## config.mk

```make
export PLATFORM = sky130hd
export DESIGN_NAME = timer_ctrl
export DESIGN_NICKNAME = d
export VERILOG_FILES = /design/src/rtl/timer_pkg.sv /design/src/rtl/timer_count_core.sv /design/src/rtl/timer_ctrl.sv
export SDC_FILE = /design/constraint.sdc
export NUM_CORES = 1
export LEC_CHECK = 0
export ABC_CLOCK_PERIOD_IN_PS = 1700
export CAP_MARGIN = 25
export CORE_UTILIZATION = 42
export CTS_BUF_LIST = sky130_fd_sc_hd__clkbuf_8
export DETAILED_ROUTE_END_ITERATION = 16
export GPL_ROUTABILITY_DRIVEN = 0
export PLACE_DENSITY = 0.76
export SLEW_MARGIN = 20
export SYNTH_ARGS = -nofsm -noshare
export SYNTH_HDL_FRONTEND = slang
export SYNTH_SLANG_ARGS = --single-unit
```

## constraint.sdc

```tcl
create_clock -name clk -period 1.7 [get_ports clk]
set_input_delay 0.34 -clock clk [delete_from_list [all_inputs] [get_ports clk]]
set_output_delay 0.34 -clock clk [all_outputs]
set_load 0.1 [all_outputs]
```

## src/rtl/timer_pkg.sv

```systemverilog
// Shared definitions for the timer channel controller: FSM state encoding
// and the meaning of the mode input.
package timer_pkg;

  typedef enum logic [1:0] {
    ST_IDLE  = 2'd0,
    ST_RUN   = 2'd1,
    ST_PAUSE = 2'd2
  } state_t;

  localparam logic MODE_ONESHOT  = 1'b0;
  localparam logic MODE_PERIODIC = 1'b1;

endpackage

```

## src/rtl/timer_count_core.sv

```systemverilog
// W-bit up-counter datapath for one timer channel. Clear has priority over
// enable; the count wraps modulo 2^W.
module timer_count_core #(
  parameter int W = 4
) (
  input  logic         clk,
  input  logic         reset,
  input  logic         clr,
  input  logic         en,
  output logic [W-1:0] count
);

  // Counter register: clear wins over increment, otherwise hold.
  always_ff @(posedge clk or posedge reset) begin
    if (reset) begin
      count <= '0;
    end else if (clr) begin
      count <= '0;
    end else if (en) begin
      count <= count + 1'b1;
    end
  end

endmodule

```

## src/rtl/timer_ctrl.sv

```systemverilog
// Timer channel sequencing controller: start/stop/pause, terminal count,
// one-shot or periodic reload, done pulse and sticky interrupt.
// Optional feature macro: TIMER_CTRL_PRESCALE_EN adds the presc port and a
// prescaler so the counter advances every presc+1 clocks while running.
//
// Control inputs are plain levels, not a valid/ready handshake: start is
// honoured only in IDLE, stop aborts from any state, pause holds RUN in
// PAUSE for as long as it is high. Per-edge priority is
// stop > terminal count > pause > increment.
module timer_ctrl
  import timer_pkg::*;
#(
  parameter int W    = 4,
  parameter int PS_W = 8
) (
  input  logic            clk,
  input  logic            reset,
  input  logic            start,
  input  logic            stop,
  input  logic            pause,
  input  logic            mode,
  input  logic [W-1:0]    load_val,
  input  logic            irq_clr,
`ifdef TIMER_CTRL_PRESCALE_EN
  input  logic [PS_W-1:0] presc,
`endif
  output logic [W-1:0]    count,
  output logic            busy,
  output logic            done,
  output logic            irq,
  output logic [1:0]      dbg_state
);

  if (W < 2 || W > 32 || PS_W < 1) begin : g_bad_param
    $error("timer_ctrl: W must be 2..32 and PS_W at least 1");
  end

  state_t         state_q, state_d;
  logic [W-1:0]   tc_q;
  logic           mode_q;
  logic           cnt_clr, cnt_en;
  logic           done_d, latch_en;
  logic           psc_clr, psc_adv;
  logic           tick;

  timer_count_core #(.W(W)) u_core (
    .clk   (clk),
    .reset (reset),
    .clr   (cnt_clr),
    .en    (cnt_en),
    .count (count)
  );

`ifdef TIMER_CTRL_PRESCALE_EN
  logic [PS_W-1:0] psc_q;

  // Prescaler: cleared on start/stop/tick, advances on non-tick RUN cycles,
  // and simply holds while paused.
  always_ff @(posedge clk or posedge reset) begin
    if (reset) begin
      psc_q <= '0;
    end else if (psc_clr) begin
      psc_q <= '0;
    end else if (psc_adv) begin
      psc_q <= psc_q + 1'b1;
    end
  end

  assign tick = (psc_q == presc);
`else
  logic unused_psc;
  assign unused_psc = psc_clr ^ psc_adv;
  assign tick       = 1'b1;
`endif

  // Run parameters are captured once at start so mid-run changes are ignored.
  always_ff @(posedge clk or posedge reset) begin
    if (reset) begin
      tc_q   <= '0;
      mode_q <= MODE_ONESHOT;
    end else if (latch_en) begin
      tc_q   <= load_val;
      mode_q <= mode;
    end
  end

  // State register plus done pulse and sticky irq (a new done beats irq_clr).
  always_ff @(posedge clk or posedge reset) begin
    if (reset) begin
      state_q <= ST_IDLE;
      done    <= 1'b0;
      irq     <= 1'b0;
    end else begin
      state_q <= state_d;
      done    <= done_d;
      if (done_d) begin
        irq <= 1'b1;
      end else if (irq_clr) begin
        irq <= 1'b0;
      end
    end
  end

  // Next-state and datapath controls.
  always_comb begin
    state_d  = state_q;
    cnt_clr  = 1'b0;
    cnt_en   = 1'b0;
    done_d   = 1'b0;
    latch_en = 1'b0;
    psc_clr  = 1'b0;
    psc_adv  = 1'b0;
    case (state_q)
      ST_IDLE: begin
        if (stop) begin
          cnt_clr = 1'b1;
          psc_clr = 1'b1;
        end else if (start) begin
          latch_en = 1'b1;
          cnt_clr  = 1'b1;
          psc_clr  = 1'b1;
          state_d  = ST_RUN;
        end
      end
      ST_RUN: begin
        if (stop) begin
          cnt_clr = 1'b1;
          psc_clr = 1'b1;
          state_d = ST_IDLE;
        end else if (tick && (count == tc_q)) begin
          // Terminal count: pulse done, then reload or finish.
          done_d  = 1'b1;
          psc_clr = 1'b1;
          if (mode_q == MODE_PERIODIC) begin
            cnt_clr = 1'b1;
            state_d = pause ? ST_PAUSE : ST_RUN;
          end else begin
            state_d = ST_IDLE;
          end
        end else if (pause) begin
          // Prescaler is left untouched so a pending tick fires on resume.
          state_d = ST_PAUSE;
        end else if (tick) begin
          cnt_en  = 1'b1;
          psc_clr = 1'b1;
        end else begin
          psc_adv = 1'b1;
        end
      end
      ST_PAUSE: begin
        if (stop) begin
          cnt_clr = 1'b1;
          psc_clr = 1'b1;
          state_d = ST_IDLE;
        end else if (!pause) begin
          state_d = ST_RUN;
        end
      end
      default: begin
        state_d = ST_IDLE;
      end
    endcase
  end

  assign busy      = (state_q != ST_IDLE);
  assign dbg_state = state_q;

endmodule

```

Word-level counts from Yosys, hierarchy flattened
Cells that the tools add are included.
Widths: inputs -> output; s select.
{"block": "word_totals", "ff_bits": 13, "inputBits": 11, "output_inout_bits": 9, "word_cells": 49}
{"block": "op_classes", "add_sub_neg": 1, "eq_ne": 7, "n_mux": 30, "n_reduce_logical": 5}
{"operator": "$mux 2", "n": 9}
{"operator": "$mux 1", "n": 17}
{"operator": "$mux 4", "n": 2}
{"operator": "$pmux 2 s3", "n": 1}
{"operator": "$reduce_bool 2->1", "n": 3}
{"operator": "$add 4x1->4 const B", "n": 1}
{"operator": "$eq 4x4->1", "n": 1}
{"operator": "$ne 2x2->1 const B", "n": 2}
{"operator": "$ne 4x4->1 const B", "n": 1}
{"operator": "$reduce_and 4->1", "n": 1}
{"operator": "$ne 3x3->1 const B", "n": 1}
{"operator": "$pmux 1 s3", "n": 1}
{"operator": "$eq 2x1->1 const B", "n": 1}
{"operator": "$eq 2x2->1 const B", "n": 1}
{"operator": "$logic_not 2->1", "n": 1}

Longest topological paths before layout
Gate-level depths: netlist of the first run.
{"block": "depth", "depth_word": 6, "depth_mapped": 4, "depth_no_buf": 4}

By module
Synthesis of the first run repeated with hierarchy kept, for this count alone.
{"block": "hier_totals", "cells_unflattened": 57, "area_unflattened_um2": 669.4}
{"mod": "timer_ctrl", "n_inst": 1, "cells_each": 40, "area_per_inst_um2": 473.0, "seq_area_each_um2": 225.2}
{"mod": "timer_count_core", "n_inst": 1, "cells_each": 17, "area_per_inst_um2": 196.4, "seq_area_each_um2": 100.1}

Worst setup path after synthesis of the first run
Ideal clock, no wire load.
{"block": "synth_path", "path_type": "register -> register", "from": "reg state_q[0] (netlist: dbg_state[0])", "to": "reg u_core.count[3]", "arrival_time_ns": 2.208, "required_ns": 1.616, "setup_slack_ns": -0.592, "stages_incl_launch_ff": 5, "synth_period_minus_slack_ns": 2.292, "cell_sequence": "dfrtp_1 -> or4b_1 -> a41o_2 -> or3_1 -> a21oi_1"}
{"block": "synth_via", "elab_chain_cells": 3, "word_cells_on_any_way": 7}
{"item": "start, declared", "line_no": "timer_ctrl.sv:38", "source": "state_t state_q, state_d;"}
{"item": "start signal, assigned", "line_no": "timer_ctrl.sv:94", "source": "state_q <= state_d;"}
{"item": "$eq 2x2->1, or another cell as far along", "line_no": "timer_ctrl.sv:113", "source": "case (state_q)"}
{"item": "$pmux 1 s3 or $mux 1 (tied branches)", "line_no": "timer_ctrl.sv:113"}
{"item": "$mux 4 or $reduce_bool 2->1 (tied branches)"}
{"item": "end signal, assigned", "line_no": "timer_count_core.sv:20", "source": "count <= count + 1'b1;"}
{"item": "end, declared", "line_no": "timer_count_core.sv:10", "source": "output logic [W-1:0] count"}
Parallel ways exist; a longest one is shown, timed or not.
A chain may end at the register's enable or synchronous reset.

Worst setup path after layout of the first run
{"block": "layout_path", "from": "reg state_q[1] (netlist: dbg_state[1])", "to": "reg u_core.count[2]"}
The elaborated chain is that of the path after synthesis.

==> summary.md, run 1 <==
| Metric | Value |
|---|---|
| Final core occ | `81.6%` |
| Register area share after synthesis | `50.0%` |
| Initial antenna violation count | `0` |
| Vias | `599` |
| Worst setup margin | `-0.0951 ns` |
| Sequential Area | `345 µm²` |
| Core footprint | `1370 µm²` |
| Post-detail-place hpwl | `1090 µm` |
| Area growth syn-to-layout | `71.3%` |
| Reg2Reg Depth | `4` |
| WHS | `0.424 ns` |
| Synth Register Bits | `13` |
| Final setup violation count | `4` |
| Pre-antenna DRT Iters | `4` |
| Die width | `41.4 µm` |
| Worst-margin pin slew | `0.492 ns` |
| Detailed Route WL | `1520 µm` |
| Row count | `13` |
| Fin. Hold Viols | `0` |
| RSZ-0062 raised after global routing | `true` |
| Rel. slew slack | `67.2%` |
| Synth Instances | `60` |
| Critical path class | `reg -> reg` |
| Mapped Area | `651 µm²` |
| Pin count of the biggest net entering global routing | `14` |
| Maximum clock rate | `0.557 GHz` |
| Reg clk slew, reported paths | `0.06 ns` |
| GRT Resource Usage Total | `20.0%` |
| Share of layout cells above drive strength 1 | `41.3%` |
| Vias per cell | `5.60` |
| Number of flops mapped to enable cells by yosys | `0` |
| Hold Crit Class | `in -> async` |
| DRC violations left | `0` |
| Critical Path AT | `1.96 ns` |
| Global-route wire length before repair | `2150 µm` |
| Crit. End Element | `flip-flop` |
| Clk_skew | `0.00361 ns` |
| CTS tree | `done` |
| Detailed Route Iter0 Violations | `20` |
| Syn. warnings | `0` |
| Peak supply drop | `0.703 mV` |
| Mapped Nets | `72` |
| Multi-input logic area | `342 µm²` |
| I/O Buffers | `19` |
| Finished Cell Area | `1110 µm²` |
| Fill count | `81` |
| Slew Limit Fails | `0` |
| CP max FO | `4` |
| Top_reg_cell synth | `dfrtp_1` |
| CTS buffer count | `3` |
| Mean post-synth cell area | `10.8 µm²` |
| Lkg Pwr | `0.470 nW` |
| Placement Cell Area | `1030 µm²` |
| Vias in the first global route | `502` |
| Reg-to-Reg Start | `dbg_state[1]$_DFFE_PP0P_` |
| Status | `finished, violations left` |
| Min Tclk post-route | `1.80 ns` |
| I/O pins | `20` |
| Max Cap Viol | `0` |
| Die height | `41.4 µm` |
| Worst-Skew Late Latency | `0.24 ns` |
| Clock tree sinks | `13` |
| Root Driver | `clkbuf_8` |
| Setup crit end | `u_core.count[2]$_DFFE_PP0P_` |
| Netlist cell types | `25` |
| Diodes inserted | `0` |
| Routed length per placed instance | `14.2 µm` |
| Antenna Nets Post-Route | `0` |
| RR Endpoint | `u_core.count[2]$_DFFE_PP0P_` |
| Worst setup path startpoint | `dbg_state[1]$_DFFE_PP0P_` |
| Type of origin of the critical path | `flip-flop` |
| Critical path data required time | `1.86 ns` |
| Final nets | `105` |
| Initial Util | `47.6%` |
| Final Cycle Share | `106%` |
| DIE AREA | `1710 µm²` |
| PD cells | `905 nW/µm²` |
| Failing checks | `negative setup slack` |
| CTS max path bufs | `2` |
| Reg2reg setup slack | `-0.1 ns` |
| H-Tree Depth | `1` |
| Gr ovfl total | `0` |
| Commonest non-fill, non-tap cells in the layout | `buf_12 (9), buf_4 (9), clkdlybuf4s50_1 (8)` |
| Async SR Flop Fraction | `100%` |
==> routing by layer <==
metal	part of all wire, %	vias up	wire length, µm	global-route usage, %
li1	-	277	-	-
met1	43	294	650	26.0
met2	50	26	765	32.0
met3	5.7	2	86	5.32
met4	0.79	0	12	7.26
met5	0	-	0	0
==> synth_stat cells, drive strengths merged, types with 2 or more instances <==
master	number	area [µm²]
or3	2	12.5
xnor2	4	35.0
dfrtp	13	325
o21ai	6	30.0
a21oi	3	15.0
nand2b	4	25.0
mux2	5	56.3
nor2	3	11.3
inv	4	15.0
==> worst min-delay path by stage <==
stage / from / end / slack, ns
global route: reset / irq$_DFFE_PP0P_ / 0.50
finish: reset / irq$_DFFE_PP0P_ / 0.42
floorplan: reset / done$_DFF_PP0_ / 0.22
detailed placement: tc_q[1]$_DFFE_PP0P_ / tc_q[1]$_DFFE_PP0P_ / 0.53
global placement: tc_q[2]$_DFFE_PP0P_ / tc_q[2]$_DFFE_PP0P_ / 0.52
CTS: reset / u_core.count[2]$_DFFE_PP0P_ / 0.43
==> sequential cells by signal, indices dropped and copies added, names as in the netlist <==
name,count
done,1
tc_q,4
dbg_state,2
mode_q,1
irq,1
u_core.count,4
==> logic make-up (layout without fill, tap and decap cells) <==
kind of cell | count (synthesis) | count (layout) | share of synthesized area, %
and+or+nand+nor | 18 | 18 | 16.5
AOI/OAI and AO/OA | 13 | 13 | 12.3
DFF | 13 | 13 | 50.0
muxes | 6 | 6 | 10.2
xor gates and xnor gates | 5 | 5 | 6.73
buffers and inverters | 4 | 36 | 2.31
adders and majority gates | 1 | 1 | 1.92
==> repair_timing <==
item / CTS / global route
hold buffers: 0 / 0
pin swaps: 2 / 2
setup endpoints to repair: 5 / 4
gates resized for setup: 3 / 4
setup buffers: 1 / 0
==> worst max-delay path: stages, from the launching register on <==
cell,delay [ns]
dfrtp_4,0.47
or4b_4,0.54
a41o_4,0.26
or3_1,0.32
a21oi_1,0.13
==> cell type report <==
class,instances,area share [%]
multi-input combinational,43,30.6
clock inverter,1,0.337
timing repair buffer,28,31.3
inverter,4,1.35
sequential,13,31.0
clock buffer,3,3.70
tap,15,1.68
==> metrics by stage <==
| step | setup WS, ns | cells | power [W] | TNS [ns] |
|---|---|---|---|---|
| after floorplan | -0.180 | 60 | 0.000583 | -0.531 |
| after global placement | -0.353 | 102 | 0.000712 | -1.32 |
| after detailed placement | -0.392 | 102 | 0.000719 | -1.65 |
| after CTS | -0.103 | 107 | 0.000995 | -0.227 |
| after global routing | -0.123 | 107 | 0.00106 | -0.349 |
| final | -0.0951 | 107 | 0.00101 | -0.248 |
==> where the power goes <==
group / internal [W] / switching (W)
Clock: 0.000159 / 0.000108
Combinational: 0.000169 / 0.000183
Sequential: 0.000353 / 0.0000364
Total: 0.000681 / 0.000328
Power figures use the tool's default switching activity.
==> run 2: changes to the inputs <==
--- a/config.mk
+++ b/config.mk
@@ -5,7 +5,7 @@
 export SDC_FILE = /design/constraint.sdc
 export NUM_CORES = 1
 export LEC_CHECK = 0
-export ABC_CLOCK_PERIOD_IN_PS = 1700
+export ABC_CLOCK_PERIOD_IN_PS = 1500
 export CAP_MARGIN = 25
 export CORE_UTILIZATION = 42
 export CTS_BUF_LIST = sky130_fd_sc_hd__clkbuf_8
==> constraint.sdc (replaced) <==
create_clock -name clk -period 1.5 [get_ports clk]
set_input_delay 0.3 -clock clk [delete_from_list [all_inputs] [get_ports clk]]
set_output_delay 0.3 -clock clk [all_outputs]
set_load 0.1 [all_outputs]
==> summary.md, run 2 (same netlist as run 1, synthesis figures left out) <==
| Metric | Value |
|---|---|
| Critical path data required time | `1.67 ns` |
| Commonest non-fill, non-tap cells in the layout | `buf_4 (11), buf_12 (9), clkdlybuf4s50_1 (8)` |
| Status | `finished, violations left` |
| Min Tclk post-route | `1.80 ns` |
| PD cells | `1000 nW/µm²` |
| Vias | `672` |
| Critical path class | `reg -> reg` |
| Vias per cell | `6.05` |
| Failing checks | `negative setup slack` |
| Diodes inserted | `0` |
| Pin count of the biggest net entering global routing | `14` |
| Maximum clock rate | `0.557 GHz` |
| Gr ovfl total | `0` |
| Hold Crit Class | `in -> async` |
| CP max FO | `6` |
| Row count | `13` |
| Worst-Skew Late Latency | `0.24 ns` |
| Reg-to-Reg Start | `dbg_state[1]$_DFFE_PP0P_` |
| Peak supply drop | `0.917 mV` |
| Final Cycle Share | `120%` |
| Antenna Nets Post-Route | `0` |
| H-Tree Depth | `1` |
| Area growth syn-to-layout | `89.4%` |
| Fin. Hold Viols | `0` |
| Critical Path, Cell by Cell | `or4b_4 -> a41o_4 -> or3_4 -> a21oi_2` |
| Detailed Route Iter0 Violations | `12` |
| Vias in the first global route | `626` |
| Detailed Route WL | `2100 µm` |
| Die width | `41.4 µm` |
| I/O Buffers | `19` |
| Root Driver | `clkbuf_8` |
| Initial Util | `47.6%` |
| Reg clk slew, reported paths | `0.06 ns` |
| CTS max path bufs | `2` |
| RR Endpoint | `u_core.count[3]$_DFFE_PP0P_` |
| Routed length per placed instance | `18.9 µm` |
| Worst path max stage delay | `0.50 ns` |
| Max Cap Viol | `0` |
| Reg2Reg Depth | `4` |
| Final core occ | `90.2%` |
| Core footprint | `1370 µm²` |
| Initial antenna violation count | `0` |
| DIE AREA | `1710 µm²` |
| Clock tree sinks | `13` |
| Die height | `41.4 µm` |
| RSZ-0062 raised after global routing | `true` |
| CP max-delay cell | `or4b_4` |
| GRT Resource Usage Total | `27.0%` |
| Critical Path AT | `1.96 ns` |
| WHS | `0.380 ns` |
| CTS buffer count | `3` |
| Reg2reg setup slack | `-0.30 ns` |
| Worst-margin pin slew | `0.489 ns` |
| Rel. slew slack | `67.4%` |
| Worst setup margin | `-0.296 ns` |
| Most common cell after layout, fill and taps aside | `buf_4` |
| Pre-antenna DRT Iters | `4` |
| DRC violations left | `0` |
| Final setup violation count | `6` |
| Global-route wire length before repair | `2820 µm` |
| CTS hold repair buffers | `0` |
| CTS tree | `done` |
| Lkg Pwr | `0.520 nW` |
| Clk_skew | `0.00379 ns` |
| Final nets | `109` |
| Crit. End Element | `flip-flop` |
| Slew Limit Fails | `0` |
| I/O pins | `20` |
| Type of origin of the critical path | `flip-flop` |
| Post-detail-place hpwl | `1280 µm` |
| Worst setup path startpoint | `dbg_state[1]$_DFFE_PP0P_` |
| Share of layout cells above drive strength 1 | `52.1%` |
run 2: repair_timing:
action	in CTS	in global routing
pin swaps	3	5
endpoints found under the setup margin	11	12
buffers inserted	1	0
gates resized for setup	7	14
run 2: routing by layer:
| layer | global-route usage, % | part of all wire [%] | up-vias |
|---|---|---|---|
| met4 | 16.1 | 4.5 | 0 |
| li1 | - | - | 286 |
| met1 | 31.0 | 37 | 328 |
| met3 | 4.26 | 7.2 | 12 |
| met2 | 46.9 | 51 | 46 |
| met5 | 0 | 0 | - |
run 2: area by class of cell:
cell class / instances / area, µm²
Clock buffer: 3 / 41.3
Timing Repair Buffer: 32 / 390
Sequential cell: 13 / 348
Multi-Input combinational cell: 43 / 415
Inverter: 4 / 15.0
Clock inverter: 1 / 3.75
Tap cell: 15 / 18.8
Fill cell: 56 / 134
run 2: through the flow:
| step | TNS [ns] | instance area [µm²] | setup WS (ns) | total power (W) | cells |
|---|---|---|---|---|---|
| floorplan | -2.37 | 673 | -0.380 | 0.000661 | 60 |
| global placement | -3.03 | 1060 | -0.518 | 0.000809 | 106 |
| detailed placement | -3.20 | 1060 | -0.551 | 0.000823 | 106 |
| CTS | -1.37 | 1150 | -0.313 | 0.00116 | 111 |
| global route | -1.41 | 1230 | -0.323 | 0.00128 | 111 |
| finish | -1.27 | 1230 | -0.296 | 0.00123 | 111 |
run 2: how the worst max path moves through the flow:
stage                                        to  slack, ns  cells after the start
finish              u_core.count[3]$_DFFE_PP0P_      -0.30                      4
global route        u_core.count[3]$_DFFE_PP0P_      -0.32                      4
CTS                 u_core.count[3]$_DFFE_PP0P_      -0.31                      4
detailed placement  u_core.count[3]$_DFFE_PP0P_      -0.55                      5
global placement    u_core.count[2]$_DFFE_PP0P_      -0.52                      5
floorplan           u_core.count[2]$_DFFE_PP0P_      -0.38                      4
run 2: critical path: cells and delay by family, from the launching register on:
kind | cells | cell delay [ns]
AO/OA/AOI/OAI | 2 | 0.42
flip-flops | 1 | 0.47
AND/OR/NAND/NOR | 2 | 0.83
run 2: power breakdown:
part | internal, W | leakage [nW] | total [W] | switching, W
clock network | 0.000181 | 0.0269 | 0.000307 | 0.000126
registers | 0.000400 | 0.158 | 0.000458 | 0.0000582
logic | 0.000232 | 0.336 | 0.000468 | 0.000236
==> run 3: changes to the inputs <==
--- a/config.mk
+++ b/config.mk
@@ -7,11 +7,14 @@
 export LEC_CHECK = 0
 export ABC_CLOCK_PERIOD_IN_PS = 1500
 export CAP_MARGIN = 25
-export CORE_UTILIZATION = 42
+export CELL_PAD_IN_SITES_DETAIL_PLACEMENT = 1
+export CELL_PAD_IN_SITES_GLOBAL_PLACEMENT = 1
+export CORE_UTILIZATION = 32
 export CTS_BUF_LIST = sky130_fd_sc_hd__clkbuf_8
 export DETAILED_ROUTE_END_ITERATION = 16
 export GPL_ROUTABILITY_DRIVEN = 0
-export PLACE_DENSITY = 0.76
+export PLACE_DENSITY_LB_ADDON = 0.1
+export RECOVER_POWER = 25
 export SLEW_MARGIN = 20
 export SYNTH_ARGS = -nofsm -noshare
 export SYNTH_HDL_FRONTEND = slang
==> summary.md, run 3 (same netlist as run 1, synthesis figures left out) <==
| Metric | Value |
|---|---|
| PD cells | `1030 nW/µm²` |
| Final setup violation count | `6` |
| Reg2Reg Depth | `4` |
| Reg2reg setup slack | `-0.32 ns` |
| Worst setup margin | `-0.316 ns` |
| Final setup TNS | `-1.42 ns` |
| Slew Limit Fails | `0` |
| Max Cap Viol | `0` |
| Routed length per placed instance | `22.7 µm` |
| CP max FO | `6` |
| Type of origin of the critical path | `flip-flop` |
| RR Endpoint | `u_core.count[3]$_DFFE_PP0P_` |
| H-Tree Depth | `1` |
| Power share of the sequential group | `34.8%` |
| Gr ovfl total | `0` |
| Critical path data required time | `1.67 ns` |
| Sw power | `0.000482 W` |
| Global-route wire length before repair | `2990 µm` |
| Clk_skew | `0.00262 ns` |
| Switching part of the total power | `36.0%` |
| Peak supply drop | `0.731 mV` |
| Post-detail-place hpwl | `1310 µm` |
| Final nets | `113` |
| Fin. Hold Viols | `0` |
| Status | `finished, violations left` |
| Lkg Pwr | `0.547 nW` |
| Vias per cell | `5.26` |
| Endpoint of the worst hold path | `dbg_state[0]$_DFFE_PP0P_` |
| Die height | `47.1 µm` |
| Maximum clock rate | `0.551 GHz` |
| Vias in the first global route | `643` |
| Diodes inserted | `0` |
| CTS tree | `done` |
| Row count | `15` |
| Failing checks | `negative setup slack` |
| Worst-margin pin slew | `0.761 ns` |
| Detailed Route Iter0 Violations | `3` |
| Die width | `47.1 µm` |
| I/O Buffers | `19` |
| Vias | `657` |
| Hold path depth | `3` |
| Rel. slew slack | `49.3%` |
| Antenna Nets Post-Route | `0` |
| Combinational power share | `40.7%` |
| Pin count of the biggest net entering global routing | `14` |
| Reg-to-Reg Start | `dbg_state[1]$_DFFE_PP0P_` |
| Share of layout cells above drive strength 1 | `56.0%` |
| I/O pins | `20` |
| Core footprint | `1820 µm²` |
| CTS max path bufs | `2` |
| Reg clk slew, reported paths | `0.06 ns` |
| Pre-antenna DRT Iters | `4` |
| Clock tree sinks | `13` |
| Initial antenna violation count | `0` |
| Area growth syn-to-layout | `99.8%` |
| Critical path class | `reg -> reg` |
| DIE AREA | `2220 µm²` |
| Clock share of power | `24.5%` |
| Worst-Skew Late Latency | `0.24 ns` |
| Min Tclk post-route | `1.82 ns` |
| Most common cell after layout, fill and taps aside | `buf_4` |
| Crit. End Element | `flip-flop` |
| GRT Resource Usage Total | `20.0%` |
| CTS buffer count | `3` |
| Placement Cell Area | `1080 µm²` |
| RSZ-0062 raised after global routing | `true` |
| Initial Util | `35.7%` |
| Hold Crit Class | `in -> reg` |
| Pint | `0.000856 W` |
| Critical Path AT | `1.99 ns` |
| Commonest non-fill, non-tap cells in the layout | `buf_4 (14), buf_12 (9), clkdlybuf4s50_1 (8)` |
| DRC violations left | `0` |
| Final Cycle Share | `121%` |
| Hold path start | `stop` |
| Root Driver | `clkbuf_8` |
| Finished Cell Area | `1300 µm²` |
| Detailed Route WL | `2840 µm` |
-- run 3: changes by cell type in the layout (fill, tap and decap cells not counted), sizes merged --
cell	delta
buf	+3
dlymetal6s2s	-1
clkbuf	+1
dlygate4sd3	+1
-- run 3: cell type report --
cell class                      instances  area (µm²)
Clock buffer                            3        41.3
Sequential cell                        13         348
Inverter                                4        15.0
Tap cell                               25        31.3
Clock inverter                          1        3.75
Multi-Input combinational cell         43         447
Fill cell                             178         520
Timing Repair Buffer                   36         414
-- run 3: repair_timing --
| action | CTS | global route |
|---|---|---|
| gates resized for setup | 10 | 19 |
| setup buffers | 2 | 3 |
| endpoints found under the setup margin | 10 | 11 |
| hold buffers | 0 | 0 |
| pin swaps | 3 | 7 |
-- run 3: worst max-delay path by stage --
stage / slack [ns] / depth (start not counted) / endpoint / startpoint
CTS: -0.30 / 4 / u_core.count[3]$_DFFE_PP0P_ / dbg_state[1]$_DFFE_PP0P_
finish: -0.32 / 4 / u_core.count[3]$_DFFE_PP0P_ / dbg_state[1]$_DFFE_PP0P_
global route: -0.35 / 5 / u_core.count[1]$_DFFE_PP0P_ / dbg_state[1]$_DFFE_PP0P_
floorplan: -0.38 / 4 / u_core.count[2]$_DFFE_PP0P_ / dbg_state[1]$_DFFE_PP0P_
global placement: -0.53 / 5 / u_core.count[2]$_DFFE_PP0P_ / pause
detailed placement: -0.57 / 5 / u_core.count[3]$_DFFE_PP0P_ / pause
-- run 3: power by group through the flow --
stage / logic (W) / registers, W / clock network [W]
after floorplan: 0.000164 / 0.000498 / 0
after global placement: 0.000381 / 0.000437 / 0
after detailed placement: 0.000391 / 0.000439 / 0
after CTS: 0.000441 / 0.000434 / 0.000310
after global routing: 0.000567 / 0.000468 / 0.000342
final: 0.000545 / 0.000466 / 0.000327
-- run 3: layer usage --
layer,vias to the layer above,GRT usage (%),wire length [µm],part of all wire [%]
li1,293,-,-,-
met1,323,27.8,1080,38
met2,29,31.7,1480,52
met3,12,3.46,168,5.9
met4,0,6.86,101,3.6
met5,-,0,0,0
-- run 3: per-stage QoR --
step	power (W)	cells	hold WS, ns	setup WS, ns	util [%]
6_report	0.00134	125	0.455	-0.316	71.4
5_1_grt	0.00138	125	0.469	-0.355	71.4
4_1_cts	0.00119	123	0.358	-0.299	65.2
3_5_place_dp	0.000830	117	0.524	-0.574	59.5
3_3_place_gp	0.000818	117	0.516	-0.526	59.5
2_1_floorplan	0.000661	60	0.177	-0.380	-
-- run 3: worst max-delay path: stages (launching register included) --
cell and delay, ns:
dfrtp_4 0.48, or4b_1 0.52, a41o_2 0.29, or3_4 0.34, a21oi_2 0.12
